File: src/rtl/pool_ctrl_if.sv
// DRAM port bundle shared by the pooling and conv controllers.
// The controller drives the master side and DRAM drives the slave side.
interface pool_ctrl_if #(
    parameter int DATA_WIDTH = 32,
    parameter int ADDR_WIDTH = 18
);
    logic [DATA_WIDTH-1:0] data_in;
    logic [ADDR_WIDTH-1:0] addr_in;
    logic                  dram_en_rd;
    logic [ADDR_WIDTH-1:0] addr_out;
    logic [DATA_WIDTH-1:0] data_out;
    logic                  dram_en_wr;

    modport master (
        input  data_in,
        output addr_in, dram_en_rd, addr_out, data_out, dram_en_wr
    );

    modport slave (
        output data_in,
        input  addr_in, dram_en_rd, addr_out, data_out, dram_en_wr
    );
endinterface

File: src/rtl/pool_ctrl.sv
// 2x2 stride-2 signed max-pool sequencer: reads each window from DRAM,
// reduces it to one word, and writes the result back to the pooled map.
module pool_ctrl #(
    parameter int                    DATA_WIDTH = 32,
    parameter int                    ADDR_WIDTH = 18,
    parameter logic [ADDR_WIDTH-1:0] SRC_BASE   = 18'd131072,
    parameter logic [ADDR_WIDTH-1:0] DST_BASE   = 18'd196608
) (
    input  logic        clk,
    input  logic        srstn,
    input  logic        enable,
    input  logic [4:0]  num_chnl,
    input  logic [5:0]  fmap_height,
    input  logic [5:0]  fmap_width,
    pool_ctrl_if.master dram,
    output logic        busy,
    output logic        done
);
    localparam logic [4:0] S_IDLE = 5'b00001;
    localparam logic [4:0] S_RD   = 5'b00010;
    localparam logic [4:0] S_WAIT = 5'b00100;
    localparam logic [4:0] S_WR   = 5'b01000;
    localparam logic [4:0] S_DONE = 5'b10000;

    logic [4:0]            state;
    logic [4:0]            chnl;
    logic [3:0]            wy, wx;
    logic [1:0]            k;
    logic [4:0]            c_lat, hh, ww;
    logic [DATA_WIDTH-1:0] max_q;

    logic wx_last, wy_last, chnl_last;
    logic cap, first;

    always_comb begin
        wx_last   = ({1'b0, wx} == ww - 5'd1);
        wy_last   = ({1'b0, wy} == hh - 5'd1);
        chnl_last = (chnl == c_lat - 5'd1);
        // read data trails the strobe by one cycle, so sample k arrives at step k+1
        cap       = (state == S_RD && k != 2'd0) || state == S_WAIT;
        first     = (state == S_RD && k == 2'd1);
    end

    always_ff @(posedge clk) begin
        if (!srstn) begin
            state <= S_IDLE;
            chnl  <= '0;
            wy    <= '0;
            wx    <= '0;
            k     <= '0;
            c_lat <= '0;
            hh    <= '0;
            ww    <= '0;
            max_q <= '0;
        end else begin
            if (cap && (first || $signed(dram.data_in) > $signed(max_q)))
                max_q <= dram.data_in;

            case (state)
                S_IDLE: begin
                    if (enable) begin
                        c_lat <= num_chnl;
                        hh    <= fmap_height[5:1];
                        ww    <= fmap_width[5:1];
                        chnl  <= '0;
                        wy    <= '0;
                        wx    <= '0;
                        k     <= '0;
                        if (num_chnl == 5'd0 || fmap_height < 6'd2 || fmap_width < 6'd2)
                            state <= S_DONE;
                        else
                            state <= S_RD;
                    end
                end
                S_RD: begin
                    k <= k + 2'd1;
                    if (k == 2'd3) state <= S_WAIT;
                end
                S_WAIT: state <= S_WR;
                S_WR: begin
                    state <= (wx_last && wy_last && chnl_last) ? S_DONE : S_RD;
                    if (wx_last) begin
                        wx <= '0;
                        if (wy_last) begin
                            wy   <= '0;
                            chnl <= chnl + 5'd1;
                        end else begin
                            wy <= wy + 4'd1;
                        end
                    end else begin
                        wx <= wx + 4'd1;
                    end
                end
                S_DONE:  state <= S_IDLE;
                default: state <= S_IDLE;
            endcase
        end
    end

    always_comb begin
        dram.addr_in    = '0;
        dram.dram_en_rd = 1'b0;
        dram.addr_out   = '0;
        dram.data_out   = '0;
        dram.dram_en_wr = 1'b0;
        busy            = (state != S_IDLE);
        done            = (state == S_DONE);
        if (state == S_RD) begin
            dram.dram_en_rd = 1'b1;
            // {chnl, y, x} with y = 2*wy + k[1], x = 2*wx + k[0]
            dram.addr_in    = SRC_BASE + ADDR_WIDTH'({chnl[3:0], wy, k[1], wx, k[0]});
        end
        if (state == S_WR) begin
            dram.dram_en_wr = 1'b1;
            dram.data_out   = max_q;
            dram.addr_out   = DST_BASE + ADDR_WIDTH'({chnl[3:0], 1'b0, wy, 1'b0, wx});
        end
    end
endmodule
File: src/flat_wrapper.sv
// flat-port wrapper written by rule: the top's interface ports become plain ports
module pool_ctrl_flat 
#(
    parameter int                    DATA_WIDTH = 32,
    parameter int                    ADDR_WIDTH = 18,
    parameter logic [ADDR_WIDTH-1:0] SRC_BASE   = 18'd131072,
    parameter logic [ADDR_WIDTH-1:0] DST_BASE   = 18'd196608
)
  (clk, srstn, enable, num_chnl, fmap_height, fmap_width, busy, done, dram_data_in, dram_addr_in, dram_dram_en_rd, dram_addr_out, dram_data_out, dram_dram_en_wr);
  pool_ctrl_if #(.DATA_WIDTH(DATA_WIDTH), .ADDR_WIDTH(ADDR_WIDTH)) dram_i ();
  input  logic clk;
  input  logic srstn;
  input  logic enable;
  input  logic [4:0] num_chnl;
  input  logic [5:0] fmap_height;
  input  logic [5:0] fmap_width;
  output logic busy;
  output logic done;
  input wire logic [$bits(dram_i.data_in)-1:0] dram_data_in;
  output wire logic [$bits(dram_i.addr_in)-1:0] dram_addr_in;
  output wire logic [$bits(dram_i.dram_en_rd)-1:0] dram_dram_en_rd;
  output wire logic [$bits(dram_i.addr_out)-1:0] dram_addr_out;
  output wire logic [$bits(dram_i.data_out)-1:0] dram_data_out;
  output wire logic [$bits(dram_i.dram_en_wr)-1:0] dram_dram_en_wr;
  assign dram_i.data_in = dram_data_in;
  assign dram_addr_in = dram_i.addr_in;
  assign dram_dram_en_rd = dram_i.dram_en_rd;
  assign dram_addr_out = dram_i.addr_out;
  assign dram_data_out = dram_i.data_out;
  assign dram_dram_en_wr = dram_i.dram_en_wr;
  pool_ctrl #(.DATA_WIDTH(DATA_WIDTH), .ADDR_WIDTH(ADDR_WIDTH), .SRC_BASE(SRC_BASE), .DST_BASE(DST_BASE)) u_core (.clk(clk), .srstn(srstn), .enable(enable), .num_chnl(num_chnl), .fmap_height(fmap_height), .fmap_width(fmap_width), .dram(dram_i), .busy(busy), .done(done));
endmodule
File: config.mk
export PLATFORM = sky130hd
export DESIGN_NAME = pool_ctrl_flat
export DESIGN_NICKNAME = d
export VERILOG_FILES = /design/src/rtl/pool_ctrl_if.sv /design/src/rtl/pool_ctrl.sv /design/src/flat_wrapper.sv
export SDC_FILE = /design/constraint.sdc
export NUM_CORES = 1
export LEC_CHECK = 0
export ABC_AREA = 0
export BUFFER_PORTS_ARGS = -buffer_cell sky130_fd_sc_hd__buf_2
export CORE_ASPECT_RATIO = 1.25
export CORE_MARGIN = 10
export CORE_UTILIZATION = 50
export CTS_CLUSTER_DIAMETER = 120
export DETAILED_ROUTE_END_ITERATION = 10
export PLACE_DENSITY_LB_ADDON = 0.3
export SYNTH_ARGS = -nofsm -noshare
export SYNTH_HDL_FRONTEND = slang
export SYNTH_SLANG_ARGS = --single-unit
File: constraint.sdc
create_clock -name clk -period 3.1 [get_ports clk]
set_input_delay 0.62 -clock clk [delete_from_list [all_inputs] [get_ports clk]]
set_output_delay 0.62 -clock clk [all_outputs]
set_load 0.02 [all_outputs]
---- Word level (Yosys, flattened, before mapping) ----
Index checks and enable logic that the tools add are counted.
word-level totals
  input bits .............................. 52
  output and inout port bits .............. 72
  register bits after elaboration ......... 67
cells by class
  equality and inequality tests ........... 15
  mux-type cells .......................... 22
  order comparisons ....................... 3
  add/subtract/negate cells ............... 9
  reductions and logical operators ........ 19
operators with widths
  operator                                                                      count
  18-bit two-way mux                                                            2
  5-bit two-way mux                                                             7
  32-bit greater-than comparator                                                1
  32-bit two-way mux                                                            1
  5-bit case mux with 4 select lines                                            1
  17-bit by 15-bit adder with 18-bit output, first input constant               1
  18-bit by 14-bit adder with 18-bit output, first input constant               1
  4-bit two-way mux                                                             4
  4-bit case mux with 2 select lines                                            2
  5-bit by 1-bit subtractor with 5-bit output, second input constant            3
  6-bit by 2-bit less-than comparator with 1-bit output, second input constant  2
  4-bit by 5-bit == test with 1-bit output                                      2
  5-bit case mux with 2 select lines                                            1
  4-bit by 1-bit adder with 4-bit output, second input constant                 2
  2-bit AND reduction                                                           4
  2-bit nonzero test                                                            3
  5-bit by 1-bit adder with 5-bit output, second input constant                 1
  5-bit by 1-bit == test with 1-bit output, second input constant               1
  5-bit by 2-bit == test with 1-bit output, second input constant               1
  5-bit by 3-bit == test with 1-bit output, second input constant               1
  5-bit by 4-bit == test with 1-bit output, second input constant               1
  5-bit == test                                                                 1
  5-bit == test, second input constant                                          1
  1-bit logical AND                                                             5
  13 further kinds                                                              19

---- Logic depth before layout (Yosys ltp) ----
Gate-level depths: netlist of run 1.
  depth in word-level cells ............... 6
  depth in mapped cells ................... 10

---- Worst setup path after synthesis of run 1 ----
Ideal clock, no wire load.
  path type ............................... input-to-reg
  from .................................... in dram_data_in[14]
  to ...................................... reg u_core.max_q[0]
  stages on the path ...................... 9
  setup time .............................. 0.072 ns
  path buffers ............................ 1
  setup slack ............................. 0.289 ns
  data arrival time ....................... 2.739 ns
  data required time ...................... 3.028 ns
  path through ............................ ha_1 > nand4_1 > nor3_1 > a21boi_1 > o41a_1 > o311ai_1 > a211oi_1 > buf_2 > mux2i_1
on the way
  cells in the longest elaborated chain, start to end .. 3
RTL lines
  what                            RTL line            source
  start, declared                 flat_wrapper.sv:19  input wire logic [$bits(dram_i.data_in)-1:0] dram_data_in;
  32-bit greater-than comparator  pool_ctrl.sv:56     if (cap && (first || $signed(dram.data_in) > $signed(max_q)))
  1-bit logical OR                pool_ctrl.sv:56
  1-bit logical AND               pool_ctrl.sv:56
  end signal, assigned            pool_ctrl.sv:57     max_q <= dram.data_in;
  end, declared                   pool_ctrl.sv:30     logic [DATA_WIDTH-1:0] max_q;
Every way passes these cells.
A chain may end at the register's enable or synchronous reset.

---- Final worst setup path of run 1 ----
  from .................................... reg u_core.ww[0]
  to ...................................... reg u_core.chnl[4]
on the way
  cells in the longest elaborated chain, start to end .. 4
RTL lines
  what                                                               RTL line         source
  start, declared                                                    pool_ctrl.sv:29  logic [4:0] c_lat, hh, ww;
  start signal, assigned                                             pool_ctrl.sv:64  ww <= fmap_width[5:1];
  5-bit by 1-bit subtractor with 5-bit output                        pool_ctrl.sv:36  wx_last = ({1'b0, wx} == ww - 5'd1);
  4-bit by 5-bit == test with 1-bit output                           pool_ctrl.sv:36
  2-bit by 1-bit inequality test with 1-bit output (no source line)  --
  4-bit AND reduction (no source line)                               --
  end signal, assigned                                               pool_ctrl.sv:86  chnl <= chnl + 5'd1;
  end, declared                                                      pool_ctrl.sv:26  logic [4:0] chnl;
Every way passes these cells.

==> tab_implementation.tex, run 1 <==
\begin{tabular}{lr}
\hline
Metric & Value \\
\hline
\multicolumn{2}{l}{\textbf{Final layout}} \\
Commonest non-fill, non-tap cell in the layout & buf\_2 \\
Area growth, synth to finish & 18.7\% \\
Final instance count without filler cells & $\sim$800 \\
Post-layout nets & 776 \\
Leading cell types in the layout, fill and taps excluded & buf\_2, nand2\_1, dfxtp\_1 \\
Fillers & 837 \\
Fraction of final layout cells sized beyond drive strength 1 & 20.4\% \\
Antenna Cells & 0 \\
\multicolumn{2}{l}{\textbf{Clock network}} \\
Buffer type at the clock tree root & clkbuf\_8 \\
Number of post-CTS setup repair buffers & 0 \\
Buffer levels on the longest clock path & 2 \\
Clock latency on the worst-skew pair & 0.35 ns \\
CTS tree & built \\
Total clock buffers created by CTS & 9 \\
Reg clk slew, reported paths & 0.07 ns \\
Post-CTS sizing & 0 \\
Sink count of the clock tree & between 60 and 70 \\
Count of hold buffers inserted by post-cts repair & 0 \\
CTS H-Tree Depth & 3 \\
\multicolumn{2}{l}{\textbf{Floorplanning}} \\
Number of top-level pins & 124 \\
Starting density of the core & 51.5\% \\
Die Y-Extent & 126 um \\
Area of the die & 13200 sq um \\
Die boundary width & 105 um \\
Number of core rows & 38 \\
Core outline area & $\sim$8700 sq um \\
\multicolumn{2}{l}{\textbf{Timing}} \\
Unrepaired setup endpoints after global routing & no \\
Final critical path time including I/O delays and setup & 2.87 ns \\
Slew Limit Headroom & 55.1\% \\
Total Negative Setup Slacks & 0 ns \\
Hold Worst Slack & about 0.47 ns \\
Max Freq & 348 MHz \\
Final clock skew & 0.00836 ns \\
Total setup violations reported at the end of the flow & 0 \\
Hold Violations, Final & 0 \\
Max-slew violation total from the final report & 0 \\
Final critical-path share of the clock period & 92.7\% \\
Transition time at the pin with the least slew margin & 0.671 ns \\
\multicolumn{2}{l}{\textbf{Global routing}} \\
Initial antenna violation count & 0 \\
Global router's overall resource usage & 17.4\% \\
Maximum number of pins on one net before global-route repair & 37 \\
First-pass GRT wire length & 19500 um \\
Total grt overflow & 0 \\
Vias in the first global route & between 4000 and 5000 \\
\multicolumn{2}{l}{\textbf{Drt}} \\
Total wirelength of the detailed-routed design & 11400 um \\
Count of nets left with antenna violations after detail routing & 0 \\
DRC violation count after routing & 0 \\
First-pass iteration count of the detailed router & 5 \\
Violation count after the first detailed-routing iteration & 193 \\
Wire length per cell & 14.2 um \\
DR vias & 4198 \\
Via density & 5.20 \\
\multicolumn{2}{l}{\textbf{Synthesis}} \\
Top cell type's share of synthesized area & $\sim$30\% \\
Number of unique standard cell types used by synthesis & 50 \\
\#FFs+latches synth & 67 \\
Warnings, synthesis & 0 \\
Compound-Gate Fraction of Synth Area & 11.6\% \\
Count of flip-flops with a built-in enable after synthesis & 0 \\
Fraction of the mapped netlist area in adder cells & 11.4\% \\
Top flip-flop cell by instance count after synthesis & dfxtp\_1 \\
Area share of xor/xnor cells in the synthesized design & 3.11\% \\
Cells taking the most area after synthesis & dfxtp\_1, ha\_1, nand2\_1 \\
Fraction of synthesis flops using an asynchronous set or reset pin & 0\% \\
Post-Synthesis Cell Area & 4500 sq um \\
Sequential cell area fraction in the yosys report & 29.8\% \\
Average footprint of a synthesized cell & between 7 and 8 sq um \\
Share of synthesized cell area in and, or, nand and nor gates & 28.2\% \\
Biggest area consumer among synthesized cells & dfxtp\_1 \\
Multiplexer share of the synthesized area & between 7 and 8\% \\
Instance count of the mapped netlist & 577 \\
Largest family of logic cells by synthesized area & simple AND/OR/NAND/NOR gates \\
\multicolumn{2}{l}{\textbf{Place}} \\
Gpl congestion & a little over 0.8 \\
Placed Instances & 792 \\
Half-perimeter wire length after detailed placement & 8900 um \\
IO Port Bufs & between 100 and 150 \\
\multicolumn{2}{l}{\textbf{Critical path}} \\
Setup slack of the most critical reg-to-reg path & 0.23 ns \\
CP startpoint & u\_core.ww[0] \\
Critical path endpoint category & flop \\
Source of the worst register-to-register timing path & u\_core.ww[0] \\
Endpoint required time on the critical path & about 3.4 ns \\
Capturing element of the worst setup path & u\_core.chnl[4] \\
Max FO, Critical Path & 8 \\
Cells on worst reg2reg path & 9 \\
WS Path Type & reg -> reg \\
Data arrival time at the worst-slack endpoint & 3.15 ns \\
Crit start category & flop \\
Endpoint of the most critical register-to-register path & u\_core.chnl[4] \\
\multicolumn{2}{l}{\textbf{Flow run}} \\
Max\_cap viols & 0 \\
\multicolumn{2}{l}{\textbf{Min path}} \\
Path class of the lowest-slack min-delay path & reg -> reg \\
\multicolumn{2}{l}{\textbf{Pwr}} \\
Standby leakage power & 2.37 nW \\
Cell Pwr Density & approximately 430 nW/um\^{}2 \\
Maximum ir drop on the vdd rail & 0.210 mV \\
\multicolumn{2}{l}{\textbf{Outcome}} \\
Run status & completed \\
\hline
\end{tabular}
[per-stage QoR]
stage / setup slack (ns) / total power, W / area (sq um) / utilization, %
finish: 0.225 / 0.00231 / 5340 / 61.1
global route: 0.0766 / 0.00248 / 5340 / 61.1
CTS: 0.224 / 0.00234 / 5340 / 61.1
detailed placement: 0.0481 / 0.00167 / 5160 / 59.0
global placement: 0.0612 / 0.00164 / 5160 / 59.0
floorplan: 0.289 / 0.00149 / 4530 / -
[worst min path at each step]
stage | startpoint | endpoint | slack, ns | depth (start not counted)
2_1_floorplan | u_core.max_q[10] | u_core.max_q[10] | 0.44 | 2
4_1_cts | u_core.max_q[6] | u_core.max_q[6] | 0.47 | 2
6_report | u_core.max_q[25] | u_core.max_q[25] | 0.47 | 2
5_1_grt | u_core.max_q[25] | u_core.max_q[25] | 0.49 | 2
3_5_place_dp | u_core.max_q[17] | u_core.max_q[17] | 0.46 | 2
3_3_place_gp | u_core.max_q[19] | u_core.max_q[19] | 0.45 | 2
[cells in the mapped netlist, drive strengths merged, types with 6 or more instances]
cell type,count
a21boi,19
a21oi,20
and2,59
buf,14
clkbuf,19
dfxtp,67
ha,41
inv,51
mux2i,35
nand2,112
nand3,9
nand4,8
nor2,21
nor2b,7
nor3,10
o21ai,15
or3,6
xnor2,8
xor2,8
[registers in the layout, summed over array words and instances, names as in the netlist, 4 cells and up]
register      cells
u_core.max_q     32
u_core.c_lat      5
u_core.chnl       5
u_core.hh         5
u_core.state      5
u_core.ww         5
u_core.wx         4
u_core.wy         4
[logic make-up (layout without fill, tap and decap cells)]
kind of cell,Yosys count,after routing
simple gates,254,254
buf+inv,84,188
compound gates,79,79
flops,67,67
fa+ha+maj,41,41
mux,35,35
xor+xnor,16,16
other cells,1,7
[per-layer routing]
layer  part of all wire (%)  routed length (um)  global-route usage, %
met2                     50                5740                   30.8
met5                      0                   0                      0
met3                    8.0                 913                   6.68
met1                     40                4590                   18.6
met4                    1.7                 189                   5.74
[critical path: stages, from the launching register on]
cell	delay (ns)
dfxtp_1	0.42
inv_1	0.07
ha_1	0.22
nor2b_1	0.16
or4_1	0.47
a221o_1	0.38
a21o_1	0.27
nand2b_4	0.21
or4_1	0.47
a21oi_1	0.14
[power breakdown]
part	switching [W]	internal, W	total [W]
sequential	0.0000689	0.000922	0.000991
clock	0.000315	0.000349	0.000664
combinational	0.000398	0.000258	0.000656
[final cells by class]
class	instances	area [sq um]	area share [%]
tap	120	150	2.81
multi-input combinational	432	2840	53.1
inverter	51	191	3.58
clock buffer	13	169	3.16
timing repair buffer	122	643	12.0
sequential	67	1340	25.1
clock inverter	2	10.0	0.187
Power figures use the tool's default switching activity.
==> inputs of run 2 (changes only) <==
--- a/config.mk
+++ b/config.mk
@@ -7,10 +7,10 @@
 export LEC_CHECK = 0
 export ABC_AREA = 0
 export BUFFER_PORTS_ARGS = -buffer_cell sky130_fd_sc_hd__buf_2
-export CORE_ASPECT_RATIO = 1.25
 export CORE_MARGIN = 10
 export CORE_UTILIZATION = 50
 export CTS_CLUSTER_DIAMETER = 120
+export CTS_CLUSTER_SIZE = 28
 export DETAILED_ROUTE_END_ITERATION = 10
 export PLACE_DENSITY_LB_ADDON = 0.3
 export SYNTH_ARGS = -nofsm -noshare
==> tab_implementation.tex, run 2 (synthesis gave the netlist of run 1 again) <==
\begin{tabular}{lr}
\hline
Metric & Value \\
\hline
\multicolumn{2}{l}{\textbf{Critical path}} \\
Data arrival time at the worst-slack endpoint & 3.20 ns (+0.05 ns) \\
WS Path Type & reg -> reg \\
Max FO, Critical Path & 8 (unchanged) \\
Longest individual stage delay on the worst path & 0.49 ns (+0.02 ns) \\
Critical path endpoint category & flop \\
Ordered list of cells on the worst path & inv\_1 -> ha\_1 -> nor2b\_1 -> or4\_1 -> a221o\_1 -> a21o\_1 -> nand2b\_4 -> or4\_1 -> a21oi\_1 \\
Crit-path slowest cell & or4\_1 \\
Crit start category & flop \\
Family with the most delay on the worst path & simple AND/OR/NAND/NOR gates \\
Endpoint required time on the critical path & 3.37 ns (about the same) \\
Number of buffers and inverters on the critical path & 1 (unchanged) \\
Most used cell, CP & or4\_1 \\
\multicolumn{2}{l}{\textbf{Final layout}} \\
Fraction of final layout cells sized beyond drive strength 1 & 20.8\% (+0.38 points) \\
Area growth, synth to finish & 19.6\% \\
Final instance count without filler cells & 798 (-1.1\%) \\
Commonest non-fill, non-tap cell in the layout & buf\_2 \\
Post-layout nets & 777 (+0.13\%) \\
Most flops, register & u\_core.max\_q \\
Number of flip-flops under the largest register name & 32 (unchanged) \\
Leading cell types in the layout, fill and taps excluded & buf\_2, nand2\_1, dfxtp\_1 \\
\multicolumn{2}{l}{\textbf{Clock network}} \\
Post-CTS sizing & 0 (unchanged) \\
CTS tree & built \\
CTS H-Tree Depth & 3 (unchanged) \\
Clock latency on the worst-skew pair & 0.35 ns (about the same) \\
Total clock buffers created by CTS & 9 (unchanged) \\
Reg clk slew, reported paths & 0.08 ns (about the same) \\
Buffer levels on the longest clock path & 2 (unchanged) \\
Count of hold buffers inserted by post-cts repair & 0 (unchanged) \\
Buffer type at the clock tree root & clkbuf\_8 \\
Sink count of the clock tree & 67 (unchanged) \\
Number of post-CTS setup repair buffers & 0 (unchanged) \\
\multicolumn{2}{l}{\textbf{Flow run}} \\
Max\_cap viols & 0 (unchanged) \\
\multicolumn{2}{l}{\textbf{Timing}} \\
Least setup slack across all paths after layout & 0.172 ns (-0.0531 ns) \\
Final clock skew & 0.0137 ns (+0.00529 ns) \\
Final critical-path share of the clock period & 94.5\% (+1.7 points) \\
Final critical path time including I/O delays and setup & 2.93 ns (+0.0531 ns) \\
Hold Violations, Final & 0 (unchanged) \\
Max Freq & 342 MHz (-1.8\%) \\
Unrepaired setup endpoints after global routing & no \\
Transition time at the pin with the least slew margin & 0.877 ns (+0.205 ns) \\
Max-slew violation total from the final report & 0 (unchanged) \\
Total setup violations reported at the end of the flow & 0 (unchanged) \\
Total Negative Setup Slacks & 0 ns (unchanged) \\
Slew Limit Headroom & 41.5\% (-14 points) \\
\multicolumn{2}{l}{\textbf{Drt}} \\
Wire length per cell & 14.4 um (+2.0\%) \\
DR vias & 4153 (-1.1\%) \\
First-pass iteration count of the detailed router & 4 (-1) \\
Count of nets left with antenna violations after detail routing & 0 (unchanged) \\
DRC violation count after routing & 0 (unchanged) \\
Total wirelength of the detailed-routed design & 11500 um (+0.83\%) \\
Violation count after the first detailed-routing iteration & 221 (+15\%) \\
Via density & 5.20 (about the same) \\
\multicolumn{2}{l}{\textbf{Pwr}} \\
Switching Share & 33.1\% (-0.77 points) \\
Cell Pwr Density & 459 nW/um\^{}2 (+6.2\%) \\
Net switching power & 0.000818 W (+4.6\%) \\
Maximum ir drop on the vdd rail & 0.271 mV (+29\%) \\
Internal power of the cells & 0.00166 W (+8.2\%) \\
Final Total Pwr & 0.00247 W (+7.0\%) \\
Combinational share of power & 26.3\% (-2.1 points) \\
Standby leakage power & 2.38 nW (+0.76\%) \\
Part of the total power dissipated in sequential elements & 40.1\% (-2.8 points) \\
Clock share of power & 33.6\% (+4.9 points) \\
\multicolumn{2}{l}{\textbf{Global routing}} \\
First-pass GRT wire length & 19500 um (+0.25\%) \\
Initial antenna violation count & 0 (unchanged) \\
Total grt overflow & 0 (unchanged) \\
Global router's overall resource usage & 17.7\% (+0.23 points) \\
Maximum number of pins on one net before global-route repair & 52 (+41\%) \\
Vias in the first global route & 4320 (+1.0\%) \\
\multicolumn{2}{l}{\textbf{Floorplanning}} \\
Die Y-Extent & 115 um (-8.9\%) \\
Area of the die & 13200 sq um (-0.18\%) \\
Number of core rows & 34 (-11\%) \\
Starting density of the core & 51.4\% (-0.088 points) \\
Die boundary width & 115 um (+9.6\%) \\
Core outline area & 8760 sq um (+0.17\%) \\
Number of top-level pins & 124 (unchanged) \\
\multicolumn{2}{l}{\textbf{Min path}} \\
Path class of the lowest-slack min-delay path & reg -> reg \\
\multicolumn{2}{l}{\textbf{Place}} \\
IO Port Bufs & 114 (unchanged) \\
Worst-case setup slack after placement & 0.0757 ns (+0.0277 ns) \\
Half-perimeter wire length after detailed placement & 8840 um (-0.66\%) \\
Gpl congestion & 0.825 (+2.3\%) \\
Placed Instances & 781 (-1.4\%) \\
\multicolumn{2}{l}{\textbf{Outcome}} \\
Run status & completed \\
\hline
\end{tabular}
-- run 2: cell types whose count changed in the layout (fill, tap and decap cells not counted), sizes merged --
cell,before,now
diode,0,1
clkbuf,13,10
clkinvlp,0,2
buf,122,123
bufinv,0,2
-- run 2: final timing paths --
kind	cells past startpoint	slack, ns	start	to
worst min register to register	2	0.47	u_core.max_q[16]	u_core.max_q[16]
worst max register to register	9	0.17	u_core.ww[0]	u_core.chnl[4]
worst max-delay path	9	0.17	u_core.ww[0]	u_core.chnl[4]
worst min-delay path	2	0.47	u_core.max_q[16]	u_core.max_q[16]
-- run 2: worst min-delay path, delay by kind of cell, from the launching register on --
kind,cells,cell delay (ns)
flops,1,0.33
simple gates,1,0.05
mux,1,0.05
-- run 2: power groups by stage --
stage	Sequential (W)	Combinational, W	Clock [W]
5_1_grt	0.00100	0.000736	0.000887
3_5_place_dp	0.00101	0.000650	0
3_3_place_gp	0.00101	0.000625	0
6_report	0.000992	0.000651	0.000831
2_1_floorplan	0.000990	0.000501	0
4_1_cts	0.000991	0.000654	0.000842
-- run 2: through the flow --
step	hold WS (ns)	area, sq um	utilization, %
floorplan	0.443	4530	-
global placement	0.453	5160	58.9
detailed placement	0.460	5160	58.9
CTS	0.472	5380	61.4
global route	0.501	5380	61.4
finish	0.472	5390	61.5
-- run 2: final cells by class --
class | instances | area (sq um)
repair buffers | 123 | 651
diodes | 1 | 2.50
fillers | 793 | 3380
well taps | 108 | 135
clock buffers | 10 | 138
multi-input cells | 432 | 2840
inverters | 51 | 191
flip-flops and latches | 67 | 1340
clock inverters | 6 | 88.8
-- run 2: metal layers --
metal,GRT usage [%],routed length [um],vias up
li1,-,-,2125
met1,20.7,5120,1913
met2,29.7,5440,106
met3,5.31,844,9
met4,6.52,119,0
met5,0,0,-
